--- config.mk ---
export PLATFORM = sky130hd
export DESIGN_NAME = axis_pixel_unpacker
export DESIGN_NICKNAME = d
export VERILOG_FILES = /design/src/rtl/axis_pixel_unpacker.sv
export SDC_FILE = /design/constraint.sdc
export NUM_CORES = 1
export LEC_CHECK = 0
export BUFFER_PORTS_ARGS = -buffer_cell sky130_fd_sc_hd__buf_4
export CAP_MARGIN = 20
export CORE_AREA = 5 5 112 114
export CTS_BUF_LIST = sky130_fd_sc_hd__clkbuf_16
export DETAILED_ROUTE_END_ITERATION = 12
export DIE_AREA = 0 0 117 119
export GPL_TIMING_DRIVEN = 0
export PLACE_DENSITY_LB_ADDON = 0.15
export SETUP_SLACK_MARGIN = 0.15
export SLEW_MARGIN = 20
export SYNTH_ARGS = -nofsm -noshare
export SYNTH_HDL_FRONTEND = slang
export SYNTH_SLANG_ARGS = --single-unit
--- constraint.sdc ---
create_clock -name s_axi_aclk -period 3.1 [get_ports s_axi_aclk]
set_input_delay 0.62 -clock s_axi_aclk [delete_from_list [all_inputs] [get_ports s_axi_aclk]]
set_output_delay 0.62 -clock s_axi_aclk [all_outputs]
set_load 0.005 [all_outputs]
--- src/rtl/axis_pixel_unpacker.sv ---
// rtl/axis_pixel_unpacker.sv - packed AXI-Stream beats to one widened pixel per handshake
//
// Purpose:
//   Takes IN_WIDTH-bit beats holding LANES pixels of LANE_WIDTH bits each (lane 0 first).
//   Emits the kept lanes one at a time on m_pix_*, zero-extended to OUT_WIDTH and shifted
//   left by PIX_SHIFT. Pixels are counted per image. TLAST is checked against FRAME_LEN
//   at the final pixel of each beat, and a misframed image sets a sticky error flag.
//
// Ports:
//   s_axi_aclk, s_axi_aresetn         clock, asynchronous active-low reset
//   s_axis_tdata/tkeep/tlast/tvalid   packed input beat; s_axis_tready accepts it
//   m_pix_data/m_pix_valid            widened output pixel; m_pix_ready from downstream
//   frame_done                        1-cycle pulse while pixel FRAME_LEN-1 transfers
//   frame_err                         sticky misframe flag; err_clr clears it
//   err_count                         (PIXUNPACK_ERRCNT_EN only) saturating error count
//
// Optional feature macro: PIXUNPACK_ERRCNT_EN adds the err_count output.

module axis_pixel_unpacker #(
    parameter int IN_WIDTH   = 32,
    parameter int LANE_WIDTH = 8,
    parameter int OUT_WIDTH  = 16,
    parameter int PIX_SHIFT  = 0,
    parameter int FRAME_LEN  = 784
) (
    input  logic                             s_axi_aclk,
    input  logic                             s_axi_aresetn,
    input  logic [IN_WIDTH-1:0]              s_axis_tdata,
    input  logic [IN_WIDTH/LANE_WIDTH-1:0]   s_axis_tkeep,
    input  logic                             s_axis_tlast,
    input  logic                             s_axis_tvalid,
    output logic                             s_axis_tready,
    output logic [OUT_WIDTH-1:0]             m_pix_data,
    output logic                             m_pix_valid,
    input  logic                             m_pix_ready,
    output logic                             frame_done,
    output logic                             frame_err,
    input  logic                             err_clr
`ifdef PIXUNPACK_ERRCNT_EN
    ,
    output logic [15:0]                      err_count
`endif
);

    localparam int LANES = IN_WIDTH / LANE_WIDTH;
    localparam int IDX_W = (LANES > 1) ? $clog2(LANES) : 1;
    localparam int CNT_W = (FRAME_LEN > 1) ? $clog2(FRAME_LEN) : 1;
    localparam logic [CNT_W-1:0] CNT_LAST = CNT_W'(FRAME_LEN - 1);

    typedef enum logic {
        ST_EMPTY = 1'b0,
        ST_HOLD  = 1'b1
    } state_t;

    state_t                 state;
    state_t                 state_nxt;

    logic [IN_WIDTH-1:0]    hold_data;
    logic [LANES-1:0]       hold_mask;
    logic                   hold_last;
    logic [CNT_W-1:0]       pix_cnt;

    logic [IDX_W-1:0]       lane_sel;
    logic [LANE_WIDTH-1:0]  lane_pix;
    logic [LANES-1:0]       mask_rest;
    logic                   one_left;
    logic                   xfer;
    logic                   beat_done;
    logic                   accept;
    logic                   load_beat;
    logic                   is_end;
    logic                   tlast_err;
    logic                   empty_err;
    logic                   err_event;
    logic [CNT_W-1:0]       cnt_after;
    logic [CNT_W-1:0]       pix_cnt_nxt;

    // Lowest set lane of the remaining mask is the next pixel to send.
    always_comb begin
        lane_sel = '0;
        for (int i = LANES - 1; i >= 0; i--) begin
            if (hold_mask[i]) begin
                lane_sel = IDX_W'(i);
            end
        end
    end

    assign lane_pix  = hold_data[lane_sel*LANE_WIDTH +: LANE_WIDTH];
    // Clearing the lowest set bit leaves the lanes still to be sent.
    assign mask_rest = hold_mask & (hold_mask - LANES'(1));
    assign one_left  = (hold_mask != '0) && (mask_rest == '0);

    always_ff @(posedge s_axi_aclk or negedge s_axi_aresetn) begin
        if (!s_axi_aresetn) begin
            state <= ST_EMPTY;
        end else begin
            state <= state_nxt;
        end
    end

    always_comb begin
        state_nxt     = state;
        s_axis_tready = 1'b0;
        m_pix_valid   = 1'b0;
        xfer          = 1'b0;
        beat_done     = 1'b0;
        case (state)
            ST_EMPTY: begin
                s_axis_tready = 1'b1;
                if (s_axis_tvalid && (s_axis_tkeep != '0)) begin
                    state_nxt = ST_HOLD;
                end
            end
            ST_HOLD: begin
                m_pix_valid = 1'b1;
                xfer        = m_pix_ready;
                beat_done   = m_pix_ready && one_left;
                // Taking the next beat while the last lane leaves keeps 1 pixel/clk.
                s_axis_tready = beat_done;
                if (beat_done) begin
                    state_nxt = (s_axis_tvalid && (s_axis_tkeep != '0)) ? ST_HOLD : ST_EMPTY;
                end
            end
            default: begin
                state_nxt = ST_EMPTY;
            end
        endcase
    end

    assign accept    = s_axis_tvalid && s_axis_tready;
    assign load_beat = accept && (s_axis_tkeep != '0);
    assign is_end    = (pix_cnt == CNT_LAST);
    // A beat's final pixel must coincide with the image end exactly when tlast is set.
    assign tlast_err = beat_done && (hold_last != is_end);

    always_comb begin
        cnt_after = pix_cnt;
        if (xfer) begin
            cnt_after = (is_end || tlast_err) ? '0 : pix_cnt + CNT_W'(1);
        end
    end

    // An all-lanes-cleared beat carries no pixels, but its tlast still has to land on an
    // image boundary, judged against the count after any pixel leaving this cycle.
    assign empty_err   = accept && (s_axis_tkeep == '0) && s_axis_tlast && (cnt_after != '0);
    assign pix_cnt_nxt = empty_err ? '0 : cnt_after;
    assign err_event   = tlast_err || empty_err;

    assign frame_done  = xfer && is_end;
    assign m_pix_data  = m_pix_valid ? (OUT_WIDTH'(lane_pix) << PIX_SHIFT) : '0;

    always_ff @(posedge s_axi_aclk or negedge s_axi_aresetn) begin
        if (!s_axi_aresetn) begin
            hold_data <= '0;
            hold_mask <= '0;
            hold_last <= 1'b0;
            pix_cnt   <= '0;
            frame_err <= 1'b0;
        end else begin
            if (load_beat) begin
                hold_data <= s_axis_tdata;
                hold_mask <= s_axis_tkeep;
                hold_last <= s_axis_tlast;
            end else if (xfer) begin
                hold_mask <= mask_rest;
            end
            pix_cnt <= pix_cnt_nxt;
            if (err_event) begin
                frame_err <= 1'b1;
            end else if (err_clr) begin
                frame_err <= 1'b0;
            end
        end
    end

`ifdef PIXUNPACK_ERRCNT_EN
    always_ff @(posedge s_axi_aclk or negedge s_axi_aresetn) begin
        if (!s_axi_aresetn) begin
            err_count <= '0;
        end else if (err_event) begin
            // A new error in the clear cycle restarts the count at one.
            if (err_clr) begin
                err_count <= 16'd1;
            end else if (err_count != 16'hFFFF) begin
                err_count <= err_count + 16'd1;
            end
        end else if (err_clr) begin
            err_count <= '0;
        end
    end
`endif

endmodule

# Yosys cells after proc, flatten, opt, wreduce, memory -nomap -nowiden
# Cells that the tools add are included.
# word_totals
reg_bits	49
out_inout_bits	20
# classes
add_sub_neg	2
n_eq_ne	2
n_shift	1
muxes	19
bitwise_logic	2
n_reduce_logical	19
# ops
operator	n
32-bit by 6-bit variable part select with 8-bit output	1
10-bit 2-to-1 mux	3
10-bit by 1-bit adder with 10-bit output, second input constant	1
10-bit == test, second input constant	1
1-bit logical AND	10
10-bit nonzero test	1
4-bit logical NOT	2
2-bit 2-to-1 mux	4
4-bit 2-to-1 mux	2
8-bit 2-to-1 mux	1
4-bit nonzero test	2
1-bit 2-to-1 mux	7
4-bit AND	1
1-bit one-hot mux with 2 select lines	2
2-bit nonzero test	2
4-bit by 1-bit subtractor with 4-bit output, second input constant	1
1-bit logical OR	2
1-bit != test	1
1-bit inverter	1

# Depth between registers and ports, before layout
# Gate-level depths: netlist of run 1.
# logic_depth
ltp_word	14
mapped_depth	9

# Least setup slack after synthesis of run 1
# No wires, ideal clock.
# synth_timing
path_kind	reg2out
startpoint	register hold_mask[3]
endpoint	output m_pix_data[7]
arrival_time_ns	1.569
t_required_ns	2.480
path_slack_ns	0.911
path_stages_with_launch	6
cell_sequence	dfrtp_1 nor2b_1 o21bai_1 buf_2 mux4_2 and2_1
# synth_via
elab_chain_cells	6
# synth_rtl
element	line	rtl
start, declared	59	logic [LANES-1:0] hold_mask;
start signal, assigned	162	hold_mask <= s_axis_tkeep;
start signal, assigned	165	hold_mask <= mask_rest;
2-bit 2-to-1 mux (4 in a row)	82	if (hold_mask[i]) begin
32-bit by 6-bit variable part select with 8-bit output	88	assign lane_pix = hold_data[lane_sel*LANE_WIDTH +: LANE_WIDTH];
8-bit 2-to-1 mux	150	assign m_pix_data = m_pix_valid ? (OUT_WIDTH'(lane_pix) << PIX_SHIFT) : '0;
end, declared	33	output logic [OUT_WIDTH-1:0] m_pix_data,
# Every way passes these cells.

# Final worst setup path of run 1
# layout_timing
startpoint	register hold_mask[3]
endpoint	output m_pix_data[0]
# Same word-level chain as after synthesis.

==> impl_metrics.ini, run 1 <==
[cts]
clock_tree.buffer_depth = 2
clock_latency_ns = 0.29
hold_buffers = 0
h-tree-depth = 2
cts_buffers = 5
clock-sinks = 49
cts-root-buf = clkbuf_16
tritoncts = built
path_clk_slew_ns = 0.07

[synthesis]
synth_top_area_cell = dfrtp_1
synthCells = 217
synth_edf_count = 0
ys_warn_count = 0
postSynthAreaPerCell_um2 = 12.82
synth_ff_type = dfrtp_1
yosysSeqAreaShare_pct = 44.06
synth_top_cell_area_share_pct = 44.06
synth_area_um2 = 2783
synth_area_leaders = dfrtp_1 (44%), mux2_4 (14%), mux4_2 (6.5%)
async_flop_share_pct = 100.0
synth_seq_cells = 49
ys_types = 53

[placed_design]
portBuffers = 53
gp_congestion = 0.7536
dp_hpwl_um = 4877

[hold_path]
hold_path.class = in -> async

[drt]
vias = 1895
post_drt_wl_per_cell_um = 15.91
remaining_drc_errors = 0
routed_wl_um = 6808
drt_iter0_drc = 70
firstDrtPassIters = 4
via_per_inst = 4.428
ant_nets = 0

[power]
ir_drop_v = 0.0003892
power.internal_mw = 2.522
clockPowerShare_pct = 14.5
sw_frac_of_total_pct = 34.10
power_per_cell_area_nw_per_um2 = 1082
p_seq_share_pct = 29.7
leakagePower_nw = 1.568
switchingPower_mw = 1.305
power_frac_comb_pct = 55.8

[sta]
max_freq_ghz = 0.3575
setup_viol = 0
hold_viol_final = 0
tightest_slew_ns = 0.6845
period_share_pct = 90.22
maxSlewViolCount = 0
min_period_ns = 2.797
tns_ns = 0
rsz0062_at_grt = no
slew_headroom_pct = 54.37
fin_worst_skew_ns = 0.008596
fin_hold_ws_ns = 0.3342

[floorplanning]
die-width_um = 117
die_y_um = 119
initial_core_util_pct = 24.58
io-pin-count = 62
dieArea_um2 = 13920
coreArea_um2 = 11320
rows = 39

[cells_and_area]
n_antenna_cell = 0
area_delta_synth_final_pct = 27.07
fill_cells = 1201
regArea_um2 = 1226
final_nets = 327
multiInputGateArea_um2 = 1405
drive_gt1_share_pct = 47.02

[worst_setup_path]
crit_required_ns = 2.48
critPathKind = reg -> out
critPathSlowestCell = mux4_2
critPathMaxFanout = 8
critPathTopFamily = multiplexers
path_cells = nor2b_1 > o21bai_1 > buf_2 > mux4_2 > and2_1 > buf_4
cp-start-kind = register
endpoint_kind = primary output
max_stage_delay_ns = 0.55
path_buf_inv = 2
arrival_ns = 2.18

[grt]
grt_max_degree = 50
grt_pass1_wl_um = 11430
grt_overflow = 0
grt_antenna_before_repair = 0
grt_pass1_vias = 2097
grt_use_total_pct = 10.41

[outcome]
status = completed

[job]
drv_cap = 0
[layer usage]
metal,up-vias,global-route usage [%],share of wire [%]
li1,909,-,-
met1,924,14.14,46
met2,58,16.47,47
met3,4,3.043,6.3
met4,0,2.151,0.68
met5,-,0,0
[power by group through the flow]
stage	Clock, mW	Sequential, mW	Combinational [mW]
global route	0.602	1.19	2.33
finish	0.553	1.14	2.14
global placement	0	1.15	2.15
floorplan	0	1.08	1.56
CTS	0.585	1.14	2.18
detailed placement	0	1.15	2.16
[sequential cells by signal, summed over array words and instances (netlist names)]
signal,flops
state,1
frame_err,1
hold_mask,4
pix_cnt,10
hold_last,1
hold_data,32
[cell usage after synthesis (2+ instances only)]
| master | number |
|---|---|
| a21oi_1 | 3 |
| a22o_1 | 2 |
| a31oi_1 | 2 |
| and2_1 | 11 |
| buf_4 | 8 |
| buf_6 | 6 |
| clkbuf_8 | 3 |
| dfrtp_1 | 49 |
| mux2_2 | 7 |
| mux2_4 | 26 |
| mux4_2 | 8 |
| nand2_1 | 9 |
| nand2b_1 | 2 |
| nand3_1 | 5 |
| nand4_1 | 3 |
| nor2_1 | 12 |
| nor2b_1 | 3 |
| nor3_1 | 4 |
| nor4_1 | 4 |
| nor4b_1 | 2 |
| o21ai_0 | 5 |
| o22ai_1 | 2 |
| xnor2_1 | 6 |
| xor2_1 | 6 |
[layout make-up]
cell class / count / share of cell area (%)
flip-flops and latches: 49 / 34.68
clock buffers: 5 / 3.539
multi-input cells: 155 / 39.74
well taps: 143 / 5.060
inverters: 1 / 0.1062
repair buffers: 53 / 11.25
plain buffers: 19 / 5.025
clock inverters: 3 / 0.6016
[what timing repair did]
action | CTS | global route
hold endpoints to repair | 0 | 0
endpoints found under the setup margin | 1 | 0
setup buffers | 0 | 0
resized for setup | 1 | 0
[through the flow]
step | instance area [µm²] | power [mW] | instances | util, % | setup slack (ns)
finish | 3536 | 3.827 | 428 | 31.23 | 0.3031
global route | 3536 | 4.120 | 428 | 31.23 | 0.1599
CTS | 3536 | 3.909 | 428 | 31.23 | 0.2663
detailed placement | 3386 | 3.313 | 420 | 29.91 | 0.4711
global placement | 3386 | 3.301 | 420 | 29.91 | 0.4898
floorplan | 2809 | 2.648 | 224 | - | 0.9112
[worst register-to-register path, delay by kind of cell, from the launching register on]
kind                      cells  cell delay (ns)
and+or+nand+nor               3             0.86
buffers and inverters         1             0.50
DFF                           1             0.47
AOI/OAI and AO/OA             2             0.45
xor gates and xnor gates      1             0.17
[cell families after synthesis]
group | Yosys count | synth area share (%)
buffers and inverters | 20 | 6.519
multiplexers | 41 | 23.34
flip-flops | 49 | 44.06
other | 1 | 0.1348
adder cells (fa/ha/maj) | 1 | 0.4496
AND/OR/NAND/NOR | 66 | 14.30
XOR/XNOR | 12 | 3.777
AO/OA/AOI/OAI | 27 | 7.419
[cell usage in the layout (no fill, tap or decap), types with 5 or more instances in the layout]
cell type	count
mux2_2	7
conb_1	8
mux2_4	26
nor2_1	12
and2_1	11
o21ai_0	5
dfrtp_1	49
xnor2_1	6
xor2_1	6
nand3_1	5
buf_6	6
mux4_2	8
nand2_1	9
clkbuf_16	5
buf_4	61
[path summary, 6_finish.rpt]
path                                from       endpoint  slack (ns)  cells past startpoint
setup reg to reg                   state      frame_err        0.53                      7
hold reg to reg             hold_data[1]   hold_data[1]        0.51                      1
max in group asynchronous  s_axi_aresetn     pix_cnt[4]        2.26                      1
setup / recovery            hold_mask[3]  m_pix_data[0]        0.30                      6
min in group s_axi_aclk     hold_data[1]   hold_data[1]        0.51                      1
hold / removal             s_axi_aresetn      frame_err        0.33                      1
Power figures use the tool's default switching activity.
==> run 2: changes to the inputs <==
==> constraint.sdc (replaced) <==
create_clock -name s_axi_aclk -period 3.2 [get_ports s_axi_aclk]
set_input_delay 0.64 -clock s_axi_aclk [delete_from_list [all_inputs] [get_ports s_axi_aclk]]
set_output_delay 0.64 -clock s_axi_aclk [all_outputs]
set_load 0.005 [all_outputs]
==> impl_metrics.ini, run 2 (synthesized netlist as in run 1, its figures left out) <==
[outcome]
status = completed

[cts]
cts_resized = 0
clock-sinks = 49
tritoncts = built
clock_latency_ns = 0.29
h-tree-depth = 2
cts_buffers = 5
path_clk_slew_ns = 0.07
clock_tree.buffer_depth = 2
cts-root-buf = clkbuf_16
cts_setup_buffers = 0
hold_buffers = 0

[worst_setup_path]
r2r-start = state
r2r_end = frame_err
critPathTopFamily = compound AO/OA/AOI/OAI gates
r2r_cells = 7
cp-start-kind = register
critPathKind = reg -> out
r2r_slack_ns = 0.61
critPathSlowestCell = o21ai_1
critPathMaxFanout = 8
path_cells = buf_6 > o21ai_1 > mux4_2 > and2_1 > buf_4
endpoint_kind = primary output
max_stage_delay_ns = 0.81
path_buf_inv = 2
arrival_ns = 2.33
crit_required_ns = 2.56

[drt]
routed_wl_um = 6803
post_drt_wl_per_cell_um = 15.89
via_per_inst = 4.390
vias = 1879
drt_iter0_drc = 66
firstDrtPassIters = 4
remaining_drc_errors = 0
ant_nets = 0

[cells_and_area]
area_delta_synth_final_pct = 26.93
final_common_cell = buf_4
final_cell_mix = buf_4 (61), dfrtp_1 (49), mux2_4 (26)
reg_top3 = hold_data x32, pix_cnt x10, hold_mask x4
largest_reg_flops = 32
largest_register = hold_data
n_antenna_cell = 0
drive_gt1_share_pct = 46.67
final_nets = 327
final_core_util_pct = 31.20

[floorplanning]
rows = 39
dieArea_um2 = 13920
io-pin-count = 62
die_y_um = 119
coreArea_um2 = 11320
die-width_um = 117
initial_core_util_pct = 24.58

[grt]
grt_pass1_wl_um = 11430
grt_antenna_before_repair = 0
grt_max_degree = 50
grt_overflow = 0
grt_pass1_vias = 2097
grt_use_total_pct = 10.41

[hold_path]
hold_path.class = in -> async

[sta]
setup_viol = 0
fin_worst_skew_ns = 0.008556
tightest_slew_ns = 1.041
period_share_pct = 92.93
hold_viol_final = 0
slew_headroom_pct = 30.16
rsz0062_at_grt = no
max_freq_ghz = 0.3363
maxSlewViolCount = 0
fin_hold_ws_ns = 0.3564
min_period_ns = 2.974
tns_ns = 0

[placed_design]
dp_hpwl_um = 4877
gp_congestion = 0.7536
portBuffers = 53

[power]
leakagePower_nw = 1.567
ir_drop_v = 0.0003783
power_per_cell_area_nw_per_um2 = 1049

[job]
drv_cap = 0
[run 2: final cells by class]
cell class,count,area (µm²)
Inverter,1,3.754
Multi-Input combinational cell,155,1401
Fill cell,1203,7789
Clock buffer,5,125.1
Buffer,19,177.7
Clock inverter,3,21.27
Sequential cell,49,1226
Tap cell,143,178.9
Timing Repair Buffer,53,397.9
[run 2: layer usage]
layer,up-vias,routed length (µm),track usage (%)
li1,908,-,-
met1,914,3168,14.14
met4,0,46,2.151
met3,4,410,3.043
met2,53,3177,16.47
met5,-,0,0
[run 2: how the worst max path moves through the flow]
stage / cells past startpoint / end / startpoint
3_5_place_dp: 5 / m_pix_data[0] / hold_mask[2]
2_1_floorplan: 5 / m_pix_data[7] / hold_mask[3]
6_report: 5 / m_pix_data[0] / hold_mask[2]
4_1_cts: 5 / m_pix_data[0] / hold_mask[2]
5_1_grt: 5 / m_pix_data[0] / hold_mask[2]
3_3_place_gp: 5 / m_pix_data[1] / hold_mask[2]
[run 2: per-stage QoR]
step / cell area [µm²] / std cells / worst slack [ns] / power [mW]
after floorplan: 2809 / 224 / 0.9912 / 2.565
after global placement: 3386 / 420 / 0.5883 / 3.198
after detailed placement: 3386 / 420 / 0.5511 / 3.210
after CTS: 3532 / 428 / 0.2276 / 3.782
after global routing: 3532 / 428 / 0.1783 / 3.986
final: 3532 / 428 / 0.2263 / 3.704
[run 2: worst register-to-register path, delay by kind of cell, from the launching register on]
| kind | cells | cell delay [ns] |
|---|---|---|
| AND/OR/NAND/NOR | 3 | 0.87 |
| buffers and inverters | 1 | 0.51 |
| XOR/XNOR | 1 | 0.17 |
| flip-flops | 1 | 0.46 |
| AO/OA/AOI/OAI | 2 | 0.45 |
[run 2: where the power goes]
group	internal, mW	switching (mW)
combinational	1.24	0.824
sequential	0.907	0.193
clock	0.292	0.244
total	2.44	1.26
==> run 3: changes to the inputs <==
--- a/config.mk
+++ b/config.mk
@@ -5,12 +5,12 @@
 export SDC_FILE = /design/constraint.sdc
 export NUM_CORES = 1
 export LEC_CHECK = 0
-export BUFFER_PORTS_ARGS = -buffer_cell sky130_fd_sc_hd__buf_4
 export CAP_MARGIN = 20
 export CORE_AREA = 5 5 112 114
 export CTS_BUF_LIST = sky130_fd_sc_hd__clkbuf_16
 export DETAILED_ROUTE_END_ITERATION = 12
 export DIE_AREA = 0 0 117 119
+export DONT_BUFFER_PORTS = 1
 export GPL_TIMING_DRIVEN = 0
 export PLACE_DENSITY_LB_ADDON = 0.15
 export SETUP_SLACK_MARGIN = 0.15
==> impl_metrics.ini, run 3 (synthesized netlist as in run 1, its figures left out) <==
[placed_design]
portBuffers = 0
pre_cts_slack_ns = 0.5262
gp_congestion = 0.7225
dp_cells = 367
dp_hpwl_um = 4746

[sta]
slew_headroom_pct = 32.73
rsz0062_at_grt = no
min_period_ns = 2.826
period_share_pct = 88.33
max_freq_ghz = 0.3538
fin_worst_skew_ns = 0.006759
setup_viol = 0
maxSlewViolCount = 0
tns_ns = 0
tightest_slew_ns = 1.002
worst_slack_ns = 0.3736
hold_viol_final = 0

[cells_and_area]
final_nets = 274
largest_register = hold_data
stdcell_count = 375
drive_gt1_share_pct = 34.05
final_cell_mix = dfrtp_1 (49), mux2_4 (26), nor2_1 (12)
largest_reg_flops = 32
area_delta_synth_final_pct = 12.59
reg_top3 = hold_data x32, pix_cnt x10, hold_mask x4
n_antenna_cell = 0
final_common_cell = dfrtp_1

[cts]
clock_latency_ns = 0.29
h-tree-depth = 2
clock-sinks = 49
cts-root-buf = clkbuf_16
hold_buffers = 0
cts_setup_buffers = 0
cts_resized = 0
cts_buffers = 5
clock_tree.buffer_depth = 2
path_clk_slew_ns = 0.07
tritoncts = built

[power]
ir_drop_v = 0.0004418
leakagePower_nw = 1.308
power_per_cell_area_nw_per_um2 = 1100
total_power_mw = 3.446

[worst_setup_path]
critPathKind = reg -> out
endpoint_kind = primary output
cp-start-kind = register
arrival_ns = 2.19
crit_required_ns = 2.56
critPathMaxFanout = 8

[grt]
grt_overflow = 0
grt_pass1_vias = 1824
grt_use_total_pct = 10.13
grt_pass1_wl_um = 10630
grt_max_degree = 50
grt_antenna_before_repair = 0

[drt]
routed_wl_um = 6691
drt_iter0_drc = 31
post_drt_wl_per_cell_um = 17.84
ant_nets = 0
via_per_inst = 4.467
vias = 1675
firstDrtPassIters = 4
remaining_drc_errors = 0

[floorplanning]
initial_core_util_pct = 24.58
rows = 39
dieArea_um2 = 13920
coreArea_um2 = 11320
die-width_um = 117
die_y_um = 119
io-pin-count = 62

[outcome]
status = completed

[job]
drv_cap = 0

[hold_path]
hold_path.class = in -> async
run 3: final timing paths:
kind                                  to  cells past startpoint  slack [ns]             from
max reg2reg                    frame_err                      7        0.62            state
min                           pix_cnt[3]                      0        0.03    s_axi_aresetn
max in group asynchronous   hold_data[7]                      0        3.06    s_axi_aresetn
min reg2reg                 hold_data[5]                      1        0.51     hold_data[5]
max                        m_pix_data[1]                      4        0.37     hold_mask[2]
min in group s_axi_aclk     hold_mask[0]                      1        0.47  s_axis_tkeep[0]
run 3: power breakdown:
part | switching, mW | total, mW | internal, mW
clock network | 0.257 | 0.548 | 0.291
registers | 0.204 | 1.11 | 0.907
logic | 0.756 | 1.79 | 1.03
total | 1.22 | 3.45 | 2.23
run 3: layout make-up:
class                   instances  area, µm²
fillers                      1202       8188
multi-input cells             155       1401
flip-flops and latches         49       1226
well taps                     143      178.9
plain buffers                  19      177.7
clock buffers                   5      125.1
clock inverters                 3      20.02
inverters                       1      3.754
run 3: critical path: stages, from the launching register on:
cell and delay [ns]:
dfrtp_1 0.37, buf_6 0.13, o21ai_1 0.78, mux4_2 0.41, and2_1 0.20
run 3: through the flow:
step	hold WS [ns]	instance area [µm²]	util (%)
6_report	0.03152	3133	27.67
5_1_grt	0.01188	3133	27.67
4_1_cts	0.01994	3133	27.67
3_5_place_dp	0.3462	2988	26.39
3_3_place_gp	0.3461	2988	26.39
2_1_floorplan	0.3444	2809	-
run 3: metal layers:
| layer | routed length [µm] | share of wire (%) | global-route usage, % | vias up |
|---|---|---|---|---|
| met5 | 0 | 0 | 0 | - |
| met4 | 85 | 1.3 | 3.011 | 0 |
| met3 | 593 | 8.9 | 4.868 | 8 |
| met2 | 3075 | 46 | 15.29 | 44 |
| met1 | 2937 | 44 | 12.84 | 820 |
| li1 | - | - | - | 803 |
